### src/rtl/sot_align_ctrl.sv
// sot_align_ctrl: supervises MXVFATS start-of-transfer frame aligners. It pulses
// per-channel aligner resets, waits for lock with a per-attempt timeout, retries
// the channels that did not lock and declares them failed once the retries run out.
// Optional feature macro SOT_AUTO_REALIGN_EN: when defined, channels lost while
// monitoring are realigned automatically; otherwise the block flags the loss
// through all_aligned_o and waits for start_i.
module sot_align_ctrl #(
  parameter int MXVFATS     = 24,
  parameter int RST_CYCLES  = 8,
  parameter int MAX_RETRIES = 3
) (
  input  logic               clock,
  input  logic               reset_i,
  input  logic               start_i,
  input  logic [MXVFATS-1:0] vfat_mask_i,
  input  logic [15:0]        timeout_cycles_i,
  input  logic [MXVFATS-1:0] sot_is_aligned_i,
  input  logic [MXVFATS-1:0] sot_unstable_i,
  output logic [MXVFATS-1:0] aligner_reset_o,
  output logic               all_aligned_o,
  output logic               busy_o,
  output logic [MXVFATS-1:0] fail_mask_o,
  output logic [7:0]         realign_cnt_o,
  output logic [1:0]         state_o
);

  typedef enum logic [1:0] {
    ST_IDLE      = 2'd0,
    ST_RESET     = 2'd1,
    ST_WAIT_LOCK = 2'd2,
    ST_MONITOR   = 2'd3
  } state_t;

  localparam logic [15:0] LP_RST_CYCLES  = 16'(RST_CYCLES);
  localparam logic [7:0]  LP_MAX_RETRIES = 8'(MAX_RETRIES);

  state_t             r_state;
  logic [MXVFATS-1:0] r_target;
  logic [MXVFATS-1:0] r_fail;
  logic [MXVFATS-1:0] r_aligner_reset;
  logic               r_all_aligned;
  logic               r_busy;
  logic [7:0]         r_realign_cnt;
  logic [7:0]         r_retry;
  logic [15:0]        r_pulse_cnt;
  logic [15:0]        r_tmo_cnt;

  logic [MXVFATS-1:0] w_unmasked;
  logic [MXVFATS-1:0] w_tgt_eff;
  logic [MXVFATS-1:0] w_unaligned;
  logic [MXVFATS-1:0] w_fail_next;
  logic [MXVFATS-1:0] w_lost;
  logic [MXVFATS-1:0] w_lost_after_fail;
  logic [15:0]        w_tmo_eff;
  logic               w_tmo_hit;
  logic [7:0]         w_realign_next;

  // Live target excludes masked and failed channels, so mask changes act next cycle.
  always_comb begin
    w_unmasked        = ~vfat_mask_i;
    w_tgt_eff         = r_target & w_unmasked & ~r_fail;
    w_unaligned       = w_tgt_eff & ~sot_is_aligned_i;
    w_fail_next       = r_fail | w_unaligned;
    w_lost            = w_unmasked & ~r_fail & (sot_unstable_i | ~sot_is_aligned_i);
    w_lost_after_fail = w_unmasked & ~w_fail_next & (sot_unstable_i | ~sot_is_aligned_i);
    w_tmo_eff         = (timeout_cycles_i == '0) ? 16'd1 : timeout_cycles_i;
    w_tmo_hit         = ({1'b0, r_tmo_cnt} + 17'd1) >= {1'b0, w_tmo_eff};
    w_realign_next    = (r_realign_cnt == 8'hFF) ? r_realign_cnt : r_realign_cnt + 8'd1;
  end

  // Alignment sequencer; every output is a register updated here.
  always_ff @(posedge clock) begin
    if (reset_i) begin
      r_state         <= ST_IDLE;
      r_target        <= '0;
      r_fail          <= '0;
      r_aligner_reset <= '1;
      r_all_aligned   <= 1'b0;
      r_busy          <= 1'b0;
      r_realign_cnt   <= '0;
      r_retry         <= '0;
      r_pulse_cnt     <= '0;
      r_tmo_cnt       <= '0;
    end else if (start_i || (r_state == ST_IDLE)) begin
      // Full realignment: leaving IDLE after reset and start_i from any state share this path.
      r_state         <= ST_RESET;
      r_target        <= w_unmasked;
      r_fail          <= '0;
      r_retry         <= '0;
      r_pulse_cnt     <= 16'd1;
      r_tmo_cnt       <= '0;
      r_aligner_reset <= w_unmasked;
      r_all_aligned   <= 1'b0;
      r_busy          <= 1'b1;
      r_realign_cnt   <= w_realign_next;
    end else begin
      case (r_state)
        ST_RESET: begin
          if (r_pulse_cnt >= LP_RST_CYCLES) begin
            r_state         <= ST_WAIT_LOCK;
            r_aligner_reset <= '0;
            r_tmo_cnt       <= '0;
          end else begin
            r_aligner_reset <= w_tgt_eff;
            r_pulse_cnt     <= r_pulse_cnt + 16'd1;
          end
        end
        ST_WAIT_LOCK: begin
          if (w_unaligned == '0) begin
            r_state       <= ST_MONITOR;
            r_all_aligned <= (w_lost == '0);
            r_busy        <= 1'b0;
          end else if (w_tmo_hit) begin
            if (r_retry >= LP_MAX_RETRIES) begin
              r_fail        <= w_fail_next;
              r_state       <= ST_MONITOR;
              r_all_aligned <= (w_lost_after_fail == '0);
              r_busy        <= 1'b0;
            end else begin
              r_retry         <= r_retry + 8'd1;
              r_target        <= w_unaligned;
              r_state         <= ST_RESET;
              r_pulse_cnt     <= 16'd1;
              r_aligner_reset <= w_unaligned;
              r_realign_cnt   <= w_realign_next;
            end
          end else begin
            r_tmo_cnt <= r_tmo_cnt + 16'd1;
          end
        end
        ST_MONITOR: begin
`ifdef SOT_AUTO_REALIGN_EN
          if (w_lost != '0) begin
            r_target        <= w_lost;
            r_retry         <= '0;
            r_state         <= ST_RESET;
            r_pulse_cnt     <= 16'd1;
            r_aligner_reset <= w_lost;
            r_realign_cnt   <= w_realign_next;
            r_all_aligned   <= 1'b0;
            r_busy          <= 1'b1;
          end else begin
            r_all_aligned <= 1'b1;
          end
`else
          r_all_aligned <= (w_lost == '0);
`endif
        end
        default: r_state <= ST_IDLE;
      endcase
    end
  end

  assign aligner_reset_o = r_aligner_reset;
  assign all_aligned_o   = r_all_aligned;
  assign busy_o          = r_busy;
  assign fail_mask_o     = r_fail;
  assign realign_cnt_o   = r_realign_cnt;
  assign state_o         = r_state;

endmodule
### config.mk
export PLATFORM = sky130hd
export DESIGN_NAME = sot_align_ctrl
export DESIGN_NICKNAME = d
export VERILOG_FILES = /design/src/rtl/sot_align_ctrl.sv
export SDC_FILE = /design/constraint.sdc
export NUM_CORES = 1
export LEC_CHECK = 0
export CELL_PAD_IN_SITES_DETAIL_PLACEMENT = 1
export CELL_PAD_IN_SITES_GLOBAL_PLACEMENT = 2
export CORE_ASPECT_RATIO = 1.25
export CORE_UTILIZATION = 27
export DETAILED_ROUTE_END_ITERATION = 16
export PLACE_DENSITY = 0.78
export SYNTH_ARGS = -nofsm -noshare
export SYNTH_HDL_FRONTEND = slang
export SYNTH_SLANG_ARGS = --single-unit
### constraint.sdc
create_clock -name clock -period 3.9 [get_ports clock]
set_input_delay 1.17 -clock clock [delete_from_list [all_inputs] [get_ports clock]]
set_output_delay 1.17 -clock clock [all_outputs]
set_load 0.01 [all_outputs]
==> parameters.txt <==
Parameter                              Value

Layout
  Fraction of layout cells with a size suffix above 1    16.3%
  Commonest cells after routing, fill and taps aside    149 x clkdlybuf4s50_1, 120 x dfxtp_1, 87 x nor2_1, 83 x nand2_1, 82 x buf_4
  Layout Utilization    40.3%
  NumNets Final    1184
  Most frequent standard cell in the layout excluding fill and tap cells    clkdlybuf4s50_1
  Total area of sequential cells    2490 um^2
  Multi-input combinational cell area    4170 um^2
  Non-filler instance count after layout    1417
  Area grow syn2layout    46.3%
  Count of filler cells inserted in the layout    3051

Yosys
  Dominant register cell in the synthesized netlist    dfxtp_1
  Combined area of all synthesized cells    6940 um^2
  Xor/xnor cell area share of the yosys netlist    1.77%
  Main combinational cell family by area after synthesis    simple AND/OR/NAND/NOR gates
  Net count after synthesis    967
  Fraction of the mapped netlist area in compound gates    24.4%
  Syn Area/Cell    8.15 um^2
  Multiplexer fraction of the synthesized cell area    1.08%
  FF+latch count, synth    124
  Post-synthesis cell type count    67
  Post-synth ARST share    0%
  Count of flip-flops with a built-in enable after synthesis    0
  Synthesized instance count    851
  Count of warnings emitted by yosys    0
  Adder and majority gate portion of the synthesized area    4.51%
  Sequential share of the synthesized area    35.8%
  Synth Area in Simple Gates    27.5%

Place
  Final estimated routing congestion in global placement    0.852
  Pre-CTS WS    -213 ps
  Port bufs    150
  Placed cell count    1384
  Sum of net half-perimeters after detailed placement    19700 um

Clock tree
  CTS resizes    0
  Cts bufs inserted    17
  Post-CTS Hold Fix Bufs    0
  Worst-skew pair later-pin latency    420 ps
  Sinks on the clock net    124
  Clock transition at path regs    60 ps
  Post-CTS Setup Repair Bufs    0
  CTS tree    built
  Clock tree root buffer cell    clkbuf_16
  H-tree level count    4
  Maximum number of buffers from clock root to sink    2

Outcome
  Status    finished, final reports clean

Floorplan
  Die extent in x    145 um
  Die area    26300 um^2
  Site row count    65
  Starting utilization of the core area    27.5%
  Floorplan Core Area    25200 um^2
  Die Height    181 um
  Boundary pin count    151

Global routing
  Wire length of the first global-routing pass    42500 um
  Total congestion overflow    0
  Number of antenna violations at the first check in global routing    0
  Global-route usage over all layers    21.0%
  Largest net degree at the start of global routing    66
  Number of global-route vias before repair    7590

Routing
  Iteration-0 DRC count of the detailed router    327
  Vias    7318
  Average wire per standard cell    19.1 um
  Drc violations    0
  Number of nets with antenna violations after detailed routing    0
  Wire length reported by the detailed router    27100 um
  TritonRoute pass-1 iters    5
  Ratio of routed vias to standard cells    5.16

Pwr
  Total power per unit cell area    359 nW/um^2
  Leak Pwr    4.00 nW
  Worst vdd rail ir drop    284 uV

Worst hold path
  Hold Crit Start    r_retry[1]$_SDFFE_PP0P_
  Path category of the worst min-delay check    flip-flop to flip-flop
  Cell depth of the worst min-delay path    2
  Endpoint, Worst Hold    r_retry[1]$_SDFFE_PP0P_

STA
  Measured slew at the worst slew-check pin    801 ps
  Number of max-slew violations in the final report    0
  Sum Neg Setup Slack    0 ps
  Final Skew    7.07 ps
  Final hold violations    0
  Number of setup violations in the final report    0
  Post-layout minimum cycle time    3720 ps
  Final WS setup    183 ps
  Crit share post-route    95.3%
  Worst rel slew slack    46.6%
  Fmax    269 MHz

Critical path
  Cell family with most CP delay    simple AND/OR/NAND/NOR gates
  Slowest cell on crit path    or4_1
  Top fanout value on the critical path    13
  Nature of the critical path startpoint    flip-flop
  Critical Path Stages    16
  Cells along the critical path    nand2_1 > nor3_4 > nand3_1 > or2_2 > or3_1 > nand2_1 > ha_1 > nand3_1 > nor3_1 > a221oi_2 > a41oi_2 > buf_4 > a21oi_4 > buf_12 > or4_1 > a21oi_1
  R2R Path End    realign_cnt_o[4]$_SDFFE_PP0P_
  Number of buffer and inverter stages on the critical path    2
  Arrival time worst endpoint    4060 ps
  Element type at the critical path end    flip-flop
  Worst reg2reg setup slack    180 ps
  Max incr delay on CP    460 ps
  Required time at the endpoint of the critical path    4250 ps
  Critical path class    flip-flop to flip-flop
  Worst reg2reg startpoint    r_tmo_cnt[1]$_SDFFE_PP0P_
  Reg2reg path depth    16

Run
  Max-cap check violation count    0
-- worst min-delay path, delay by kind of cell, from the launching register on --
family | cells | cell delay [ps]
AOI/OAI and AO/OA | 1 | 50
DFF | 1 | 310
and+or+nand+nor | 1 | 50
-- layout make-up --
class                   instances  area share (%)
well taps                     335            4.13
flip-flops and latches        124            24.5
repair buffers                242            22.7
inverters                      38            1.41
clock buffers                  18            4.23
multi-input cells             645            41.1
diodes                          1          0.0247
clock inverters                14            1.92
-- layer usage --
| metal | vias up | GRT usage [%] | wire, um |
|---|---|---|---|
| li1 | 3545 | - | - |
| met1 | 3575 | 25.2 | 12100 |
| met2 | 169 | 37.5 | 13400 |
| met3 | 29 | 3.59 | 923 |
| met4 | 0 | 7.20 | 610 |
| met5 | - | 0 | 0 |
-- registers in the layout, summed over array words and instances, names as in the netlist --
register	flops
aligner_reset_o	24
all_aligned_o	1
busy_o	1
fail_mask_o	24
r_pulse_cnt	16
r_retry	8
r_target	24
r_tmo_cnt	16
realign_cnt_o	8
state_o	2
-- cell usage after synthesis (2+ instances only) --
library cell / n / area [um^2]
mux2i_1: 3 / 30.0
nor2b_1: 26 / 163
a31o_2: 2 / 17.5
a21o_1: 24 / 180
o21ai_2: 20 / 175
clkbuf_1: 30 / 113
a311oi_1: 24 / 210
a21oi_1: 40 / 200
a22oi_1: 3 / 22.5
inv_1: 38 / 143
and3_1: 9 / 56.3
or2_2: 3 / 18.8
and4_1: 4 / 35.0
a211oi_1: 5 / 37.5
ha_1: 25 / 313
a22o_1: 6 / 52.6
and3b_1: 5 / 43.8
nand2b_1: 21 / 131
and2_1: 18 / 113
nand4_1: 14 / 87.6
nor3_1: 17 / 85.1
nor2_1: 88 / 330
o211ai_1: 17 / 128
nor4b_1: 18 / 158
or3_1: 4 / 25.0
nand2_1: 83 / 312
mux2_2: 4 / 45.0
xor2_1: 5 / 43.8
or4_1: 5 / 37.5
a221o_1: 8 / 80.1
o21ai_0: 30 / 150
xnor2_1: 9 / 78.8
o21a_1: 4 / 30.0
buf_6: 3 / 33.8
buf_2: 8 / 40.0
a31oi_1: 26 / 163
nor4_1: 10 / 62.6
dfxtp_1: 124 / 2480
o31ai_1: 3 / 22.5
a2111oi_0: 3 / 26.3
o22ai_1: 3 / 18.8
nand3_1: 34 / 170
-- worst max-delay path by stage --
stage | start | to | slack [ps]
floorplan | r_tmo_cnt[2]$_SDFFE_PP0P_ | r_tmo_cnt[12]$_SDFFE_PP0P_ | 260
global placement | timeout_cycles_i[1] | aligner_reset_o[3]$_SDFFE_PP1P_ | -140
detailed placement | timeout_cycles_i[1] | aligner_reset_o[0]$_SDFFE_PP1P_ | -210
CTS | r_tmo_cnt[3]$_SDFFE_PP0P_ | realign_cnt_o[4]$_SDFFE_PP0P_ | 60
global route | r_tmo_cnt[1]$_SDFFE_PP0P_ | realign_cnt_o[4]$_SDFFE_PP0P_ | -2
finish | r_tmo_cnt[1]$_SDFFE_PP0P_ | realign_cnt_o[4]$_SDFFE_PP0P_ | 180
-- power breakdown --
part / switching (mW) / internal (mW) / leakage, nW / total (mW)
Sequential: 0.0474 / 1.31 / 1.02 / 1.36
Clock: 0.635 / 1.07 / 0.293 / 1.71
Combinational: 0.289 / 0.291 / 2.69 / 0.580
-- per-stage QoR --
stage / total power [mW] / cell area (um^2) / hold slack (ps)
CTS: 3.67 / 10100 / 464
floorplan: 1.62 / 6940 / 430
detailed placement: 1.96 / 9480 / 447
global route: 3.79 / 10100 / 487
finish: 3.65 / 10200 / 460
global placement: 1.96 / 9480 / 442
-- cell families after synthesis --
logic type               count (synthesis)
AND/OR/NAND/NOR                        365
AO/OA/AOI/OAI                          234
flip-flops                             124
buffers and inverters                   82
adder cells (fa/ha/maj)                 25
XOR/XNOR                                14
multiplexers                             7
Power figures use the tool's default switching activity.
